**src/rtl/key_ctrl_pkg.sv**
```systemverilog
// Shared constants for the front-panel key controller: FSM state encoding
// and default debounce timing for the 50 MHz board clock.
package key_ctrl_pkg;

    typedef enum logic [1:0] {
        ST_IDLE  = 2'b00,
        ST_RUN   = 2'b01,
        ST_PAUSE = 2'b10
    } state_e;

    // 20 ms of stable level at 50 MHz
    localparam int DB_CYCLES_DEFAULT = 1000000;
    localparam int DB_CNT_W_DEFAULT  = 20;

endpackage

```
**src/rtl/key_debounce.sv**
```systemverilog
// One push-button channel: 2-flop synchronizer, stable-level debounce counter
// and a registered one-cycle press event on the debounced 1->0 transition.
module key_debounce
    import key_ctrl_pkg::*;
#(
    parameter int DB_CYCLES = DB_CYCLES_DEFAULT,
    parameter int CNT_W     = DB_CNT_W_DEFAULT
) (
    input  logic i_clk,
    input  logic i_rst_n,
    input  logic i_key_n,
    output logic o_press
);

    logic             r_s1;
    logic             r_s2;
    logic             r_stable;
    logic             r_stable_d;
    logic [CNT_W-1:0] r_cnt;
    logic             r_press;
    logic             w_fall;

    always_ff @(posedge i_clk or negedge i_rst_n) begin
        if (!i_rst_n) begin
            r_s1 <= 1'b1;
            r_s2 <= 1'b1;
        end else begin
            r_s1 <= i_key_n;
            r_s2 <= r_s1;
        end
    end

    // Any return to the accepted level restarts the stability window
    always_ff @(posedge i_clk or negedge i_rst_n) begin
        if (!i_rst_n) begin
            r_cnt    <= '0;
            r_stable <= 1'b1;
        end else if (r_s2 == r_stable) begin
            r_cnt    <= '0;
        end else if (r_cnt == CNT_W'(DB_CYCLES - 1)) begin
            r_cnt    <= '0;
            r_stable <= r_s2;
        end else begin
            r_cnt    <= r_cnt + CNT_W'(1);
        end
    end

    assign w_fall = r_stable_d & ~r_stable;

    always_ff @(posedge i_clk or negedge i_rst_n) begin
        if (!i_rst_n) begin
            r_stable_d <= 1'b1;
            r_press    <= 1'b0;
        end else begin
            r_stable_d <= r_stable;
            r_press    <= w_fall;
        end
    end

    assign o_press = r_press;

endmodule

```
**src/rtl/key_run_ctrl.sv**
```systemverilog
// Run/pause/clear control for timer_60s: two debounced keys feed a registered
// FSM that drives the timer enable level and a one-cycle clear strobe.
module key_run_ctrl
    import key_ctrl_pkg::*;
#(
    parameter int DB_CYCLES = DB_CYCLES_DEFAULT,
    parameter int CNT_W     = DB_CNT_W_DEFAULT
) (
    input  logic       CLK50M,
    input  logic       sys_rst_n,
    input  logic       key_start_n,
    input  logic       key_clr_n,
    output logic       en,
    output logic       clr_pulse,
    output logic [1:0] state
);

    logic   w_start_evt;
    logic   w_clr_evt;
    state_e r_state;
    state_e w_state_nxt;
    logic   r_en;
    logic   w_en_nxt;
    logic   r_clr;
    logic   w_clr_nxt;

    key_debounce #(.DB_CYCLES(DB_CYCLES), .CNT_W(CNT_W)) u_start (
        .i_clk   (CLK50M),
        .i_rst_n (sys_rst_n),
        .i_key_n (key_start_n),
        .o_press (w_start_evt)
    );

    key_debounce #(.DB_CYCLES(DB_CYCLES), .CNT_W(CNT_W)) u_clr (
        .i_clk   (CLK50M),
        .i_rst_n (sys_rst_n),
        .i_key_n (key_clr_n),
        .o_press (w_clr_evt)
    );

    // Clear takes priority over a start event arriving on the same cycle
    always_comb begin
        w_state_nxt = r_state;
        w_clr_nxt   = 1'b0;
        if (w_clr_evt) begin
            w_state_nxt = ST_IDLE;
            w_clr_nxt   = 1'b1;
        end else if (w_start_evt) begin
            case (r_state)
                ST_IDLE:  w_state_nxt = ST_RUN;
                ST_RUN:   w_state_nxt = ST_PAUSE;
                ST_PAUSE: w_state_nxt = ST_RUN;
                default:  w_state_nxt = ST_IDLE;
            endcase
        end
        w_en_nxt = (w_state_nxt == ST_RUN);
    end

    always_ff @(posedge CLK50M or negedge sys_rst_n) begin
        if (!sys_rst_n) begin
            r_state <= ST_IDLE;
            r_en    <= 1'b0;
            r_clr   <= 1'b0;
        end else begin
            r_state <= w_state_nxt;
            r_en    <= w_en_nxt;
            r_clr   <= w_clr_nxt;
        end
    end

    assign en        = r_en;
    assign clr_pulse = r_clr;
    assign state     = r_state;

endmodule

```
**config.mk**
```make
export PLATFORM = sky130hd
export DESIGN_NAME = key_run_ctrl
export DESIGN_NICKNAME = d
export VERILOG_FILES = /design/src/rtl/key_ctrl_pkg.sv /design/src/rtl/key_debounce.sv /design/src/rtl/key_run_ctrl.sv
export SDC_FILE = /design/constraint.sdc
export NUM_CORES = 1
export LEC_CHECK = 0
export CAP_MARGIN = 20
export CORE_ASPECT_RATIO = 2
export CORE_MARGIN = 2
export CORE_UTILIZATION = 24
export DETAILED_ROUTE_END_ITERATION = 16
export PLACE_DENSITY = 0.39
export SKIP_CTS_REPAIR_TIMING = 1
export SYNTH_ARGS = -nofsm -noshare
export SYNTH_HDL_FRONTEND = slang
export SYNTH_SLANG_ARGS = --single-unit
export TNS_END_PERCENT = 1
```
**constraint.sdc**
```tcl
create_clock -name CLK50M -period 2 [get_ports CLK50M]
set_input_delay 0.4 -clock CLK50M [delete_from_list [all_inputs] [get_ports CLK50M]]
set_output_delay 0.4 -clock CLK50M [all_outputs]
set_load 0.01 [all_outputs]
```
==> results of run 1 <==
synth_stat cells (2+ instances only):
library cell	instances	area share [%]
inv_1	6	0.92
o31ai_1	3	0.92
and3_1	4	1.0
dfstp_2	8	8.6
nand4_1	6	1.5
xnor2_1	21	7.5
or2_2	3	0.76
nand3_1	10	2.0
nor4_1	6	1.5
o21ai_0	6	1.2
or3_1	4	1.0
nor3_1	11	2.2
nor2b_1	2	0.51
mux2i_1	2	0.82
xor2_1	7	2.5
dfrtp_1	46	47
clkbuf_1	3	0.46
nand2b_1	2	0.51
or4_4	2	0.92
or4_1	4	1.2
a21oi_1	10	2.0
mux2_2	2	0.92
ha_1	2	1.0
nand2_1	17	2.6
nor2_1	39	6.0
how the worst max path moves through the flow:
stage / slack, ps / depth (start not counted) / endpoint / from
final: 30 / 4 / u_clr.r_stable$_DFFE_PN1P_ / u_clr.r_cnt[6]$_DFF_PN0_
after global routing: -30 / 4 / u_clr.r_stable$_DFFE_PN1P_ / u_clr.r_cnt[6]$_DFF_PN0_
after CTS: 20 / 4 / u_clr.r_stable$_DFFE_PN1P_ / u_clr.r_cnt[13]$_DFF_PN0_
after detailed placement: 30 / 4 / u_clr.r_stable$_DFFE_PN1P_ / u_clr.r_cnt[13]$_DFF_PN0_
after global placement: 50 / 4 / u_clr.r_stable$_DFFE_PN1P_ / u_clr.r_cnt[13]$_DFF_PN0_
after floorplan: 10 / 5 / u_clr.r_cnt[11]$_DFF_PN0_ / u_clr.r_cnt[13]$_DFF_PN0_
report_power, final:
part           total [uW]  internal, uW  switching (uW)
combinational        75.2          27.0            48.1
sequential           1120          1110            10.2
clock                 914           479             436
total                2110          1610             494
worst register-to-register path, stage by stage (launching register included):
cell and delay [ps]:
dfrtp_1 380, or4_1 510, or4_4 520, nor2_2 150
mux2_1 330
per-layer routing:
layer | up-vias | global-route usage, % | wire (um)
met4 | 0 | 4.56 | 125
met1 | 902 | 11.0 | 2040
li1 | 885 | - | -
met5 | - | 0 | 0
met2 | 17 | 21.1 | 3320
met3 | 8 | 2.06 | 98
cell type report:
class	instances	area, um2	area share (%)
clock buffers	5	125	4.10
inverters	6	22.5	0.738
multi-input cells	172	1060	34.8
clock inverters	3	28.8	0.943
repair buffers	33	285	9.34
flip-flops and latches	54	1360	44.6
well taps	135	169	5.53
stage by stage:
stage	hold slack, ps	area, um2	util [%]	setup WS, ps
floorplan	104	2460	-	12.9
global placement	346	2890	28.9	51.6
detailed placement	347	2890	28.9	34.8
CTS	71.5	3050	30.4	22.6
global route	89.6	3050	30.5	-27.1
finish	63.3	3050	30.5	30.2
flip-flops by register name (all words and copies together), names as in the netlist:
register,count
u_start.r_s1,1
u_clr.r_s2,1
en,1
u_start.r_cnt,20
u_clr.o_press,1
u_clr.r_stable_d,1
u_clr.r_s1,1
clr_pulse,1
u_start.r_stable,1
u_start.r_stable_d,1
u_clr.r_cnt,20
u_clr.r_stable,1
u_start.o_press,1
u_start.r_s2,1
state,2
cell families (layout without fill, tap and decap cells):
family,Yosys count,count (layout),synth area share [%]
DFF,54,54,55.5
adders and majority gates,2,2,1.02
xor gates and xnor gates,28,28,10.0
buffers and inverters,10,47,1.84
AOI/OAI and AO/OA,22,22,5.61
muxes,5,5,2.19
and+or+nand+nor,115,115,23.9
==> run metrics, run 1 <==
commonest non-fill, non-tap cell in the layout=dfrtp_1; Die Span X=75.5 um; CP max stage delay=520 ps; data required time of the worst path=2230 ps; Max Fclk=508 MHz; Worst Path Arrival=2200 ps; I/O pin count=8; Worst-path clk slew=80 ps; most frequent cells in the layout=dfrtp_1 (46), nor2_1 (38), buf_4 (24); crit path max fanout=2; number of core rows=52; CTS tree=built; vias in the first global route=1,879; syn avg cell area=10.4 um2; Leak Pwr=0.00122 uW; Final Skew=10.6 ps; worst vdd ir=0.321 mV; Max-slew headroom=66.1%; Clock Tree Root=clkbuf_16; largest net degree at the start of global routing=27; Vias/cell=4.44; Yosys reg bits=54; MaxCap Viol Count=0; Die Span Y=147 um; register-to-register path setup slack=30 ps; Total GRT Usage=11.1%; yosys warns=0; crit path capture type=register; ANT nets after route=0; cell family with most CP delay=simple AND/OR/NAND/NOR gates; CTS buffer count=5; 1st-pass router iterations=4; setup TNS=0 ps; top_reg_cell synth=dfrtp_1; setup violators final=0; GRT overflow=0; final period utilization=98.5%; CTS Sinks=54; vias=1,812; RSZ-0062 raised after global routing=yes; Initial Util=24.5%; Pwr Density=691 mW/mm2; Buffers on Ports=7; Iter 0 DRT Violations=77; WP buf/inv=0; drt drc=0; kind of critical path=register to register; net count after synthesis=242; Post-synth EDFFs=0; clk buf depth=2; post-route insts no fill=408; initial antenna violation count=0; Area Growth Syn to Fin=24.4%; HP Class=primary input to asynchronous set/reset pin; first-pass GRT wire length=9260 um; Core Area=0.0100 mm2; worst reg-to-reg path cell count=4; Final Hold Fails=0; antenna diode count=0; Syn Inst Count=236; Worst Tran Pin Value=508 ps; slowest CP cell=or4_4; crit path time final=1970 ps; RR Startpoint=u_clr.r_cnt[6]$_DFF_PN0_; nets=278; Inst Count DP=400; mapped cell area=0.00245 mm2; share of cells above drive strength 1=21.2%; Cell Chain, Critical Path=or4_1 > or4_4 > nor2_2 > mux2_1; routability cong.=0.712; status=complete, no violations; Seq/Total Area, Yosys=55.5%; Slew Limit Fails=0; HPWL after DPL=4110 um; WL final=5590 um; count of different cell masters after synthesis=35; asr flop ratio synth=100%; Clock Latency Late Sink=300 ps; H-tree depth=2; Final Total Pwr=2110 uW; worst r2r dst=u_clr.r_stable$_DFFE_PN1P_; die area=0.0111 mm2; drt wl/cell=13.7 um; number of fillers in the final layout=1,093; startpoint types=register
Power figures use the tool's default switching activity.
==> run 2, diff against run 1 <==
CTS_CLUSTER_SIZE = 10   (was default)
==> results of run 2 <==
The final DEF is identical to that of run 1; final timing and power are the same.
==> RTL edit: new RTL, settings of run 1 <==
Make the reset (`i_rst_n` and `sys_rst_n`) synchronous in 4 clocked blocks.
--- a/src/rtl/key_debounce.sv
+++ b/src/rtl/key_debounce.sv
@@ -22,3 +22,3 @@
 
-    always_ff @(posedge i_clk or negedge i_rst_n) begin
+    always_ff @(posedge i_clk) begin
         if (!i_rst_n) begin
@@ -33,3 +33,3 @@
     // Any return to the accepted level restarts the stability window
-    always_ff @(posedge i_clk or negedge i_rst_n) begin
+    always_ff @(posedge i_clk) begin
         if (!i_rst_n) begin
@@ -49,3 +49,3 @@
 
-    always_ff @(posedge i_clk or negedge i_rst_n) begin
+    always_ff @(posedge i_clk) begin
         if (!i_rst_n) begin
--- a/src/rtl/key_run_ctrl.sv
+++ b/src/rtl/key_run_ctrl.sv
@@ -58,3 +58,3 @@
 
-    always_ff @(posedge CLK50M or negedge sys_rst_n) begin
+    always_ff @(posedge CLK50M) begin
         if (!sys_rst_n) begin
Check against the original RTL: no difference found for any inputs over 10 cycles, from zero or initial values and one cycle with sys_rst_n low; that may be too few to reach the edited logic, so the function may still have changed.
==> RTL edit against run 1 <==
Wire length shrank 13%. Area after synthesis shrank 5.6%. Design area shrank 10%. Worst setup slack gained 230 ps. Largest cell class is now multi-input combinational cells. Sequential share of layout area shrank 5.1 points. Synthesized cell count grew 6.4%. Sequential cell count is the same. Global-route usage shrank 0.85 points.
Power is not compared: it rests on default switching activity, and its combinational part moved more than twofold at a synthesized area within 25%.
==> RTL edit: results (changes against run 1) <==
[status]
status = completed  ; unchanged

[clocking]
cts_max_level = 2  ; unchanged

[grt]
grt_start_max_net_pins = 21  ; was 27
grt_pass1_wl_mm = 8.259  ; was 9.259 mm
antenna_found_initial = 0  ; unchanged
grt_use_total_pct = 10.25  ; was 11.10%

[setup_path]
slowest_delay_ps = 370  ; was 520 ps
r2r_start = u_clr.r_cnt[0]  ; was u_clr.r_cnt[6]
arrival_ps = 1930  ; was 2200 ps
crit_path_top_delay_cell = dfxtp_1  ; was or4_4
reg2reg_to = u_clr.r_cnt[7]  ; was u_clr.r_stable
rrSetupSlack_ps = 260  ; was 30 ps
path_max_fanout = 11  ; was 2
worst-r2r-cell-count = 6  ; was 4

[place]
hpwl_mm = 3.598  ; was 4.109 mm
dp_slack_ps = 206.2  ; was 34.79 ps
dpl_cell_area_sq_um = 2540  ; was 2893 sq um
dp.cells = 362  ; was 400
gp_congestion = 0.7247  ; was 0.7122

[synthesis]
synth_cell_types = 38  ; was 35
synth_cells = 251  ; was 236
ys_async_sr_fraction_pct = 0  ; was 100.0%
synth-seq-area-share_pct = 46.68  ; was 55.48%
synth_common_cells = dfxtp_1, nor2_1, xor2_1  ; was dfrtp_1, nor2_1, xnor2_1
synth_nets = 257  ; was 242
synth_area_leaders = dfxtp_1, xor2_1, nor2_1  ; was dfrtp_1, dfstp_2, xnor2_1

[route]
via_count = 1748  ; was 1812
drtIter0Drc = 70  ; was 77
first_pass_iters = 4  ; unchanged
routedWlPerCell_um = 13.09  ; was 13.69 um

[sta]
relSlewSlack_pct = 61.94  ; was 66.14%
clock-skew-final_ps = 6.961  ; was 10.58 ps

[hold_path]
hp-class = reg -> reg  ; was in -> async

[finish]
nets = 271  ; was 278
drive_gt1_share_pct = 10.53  ; was 21.25%
antennaDiodeCount = 0  ; unchanged
nFillCells = 1006  ; was 1093
instances_no_fill = 370  ; was 408

-- RTL edit: cell type report --
type	instances	area (sq um)	share of cell area [%]
clock buffers	6	138.9	5.071
flip-flops and latches	54	1081	39.47
inverters	5	18.77	0.6852
clock inverters	2	60.06	2.193
well taps	104	130.1	4.751
repair buffers	16	150.1	5.482
multi-input cells	183	1160	42.35
-- RTL edit: metal layers --
metal  global-route usage, %  up-vias  share of wire [%]
met5                       0        -                  0
met3                   2.541        7                2.0
met4                   4.019        0                1.9
met1                   10.71      815                 41
met2                   18.84       11                 55
li1                        -      915                  -
-- RTL edit: cell families after synthesis --
kind of cell | count (synthesis) | share of synthesized area (%)
xor+xnor | 27 | 10.21
simple gates | 123 | 30.52
mux | 1 | 0.4862
fa+ha+maj | 2 | 1.080
buf+inv | 14 | 3.241
compound gates | 30 | 7.779
flops | 54 | 46.68
-- RTL edit: metrics by stage --
| stage | hold slack, ps | total power, W | utilization, % |
|---|---|---|---|
| floorplan | 386.3 | 0.001121 | - |
| global placement | 390.3 | 0.001137 | 27.07 |
| detailed placement | 396.2 | 0.001138 | 27.07 |
| CTS | 407.2 | 0.002307 | 29.19 |
| global route | 426.5 | 0.002354 | 29.19 |
| finish | 404.0 | 0.002264 | 29.19 |
-- RTL edit: power by group through the flow --
stage | Combinational, W | Clock (W) | Sequential [W]
after floorplan | 0.0000151 | 0 | 0.00111
after global placement | 0.0000303 | 0 | 0.00111
after detailed placement | 0.0000308 | 0 | 0.00111
after CTS | 0.0000309 | 0.00119 | 0.00108
after global routing | 0.0000329 | 0.00124 | 0.00108
final | 0.0000297 | 0.00115 | 0.00108
-- RTL edit: worst max-delay path by stage --
| stage | end | slack, ps | cells after the start |
|---|---|---|---|
| 2_1_floorplan | u_clr.r_cnt[14] | 430 | 6 |
| 3_3_place_gp | u_clr.r_cnt[5] | 260 | 6 |
| 3_5_place_dp | u_clr.r_cnt[7] | 210 | 5 |
| 4_1_cts | u_clr.r_cnt[7] | 200 | 5 |
| 5_1_grt | u_clr.r_cnt[16] | 110 | 6 |
| 6_report | u_clr.r_cnt[7] | 260 | 6 |
-- RTL edit: worst register-to-register path, stage by stage, from the launching register on --
cell	delay, ps
dfxtp_1	370
ha_1	240
and4_1	320
nand4_2	210
o211ai_4	220
buf_4	210
nor2_1	60
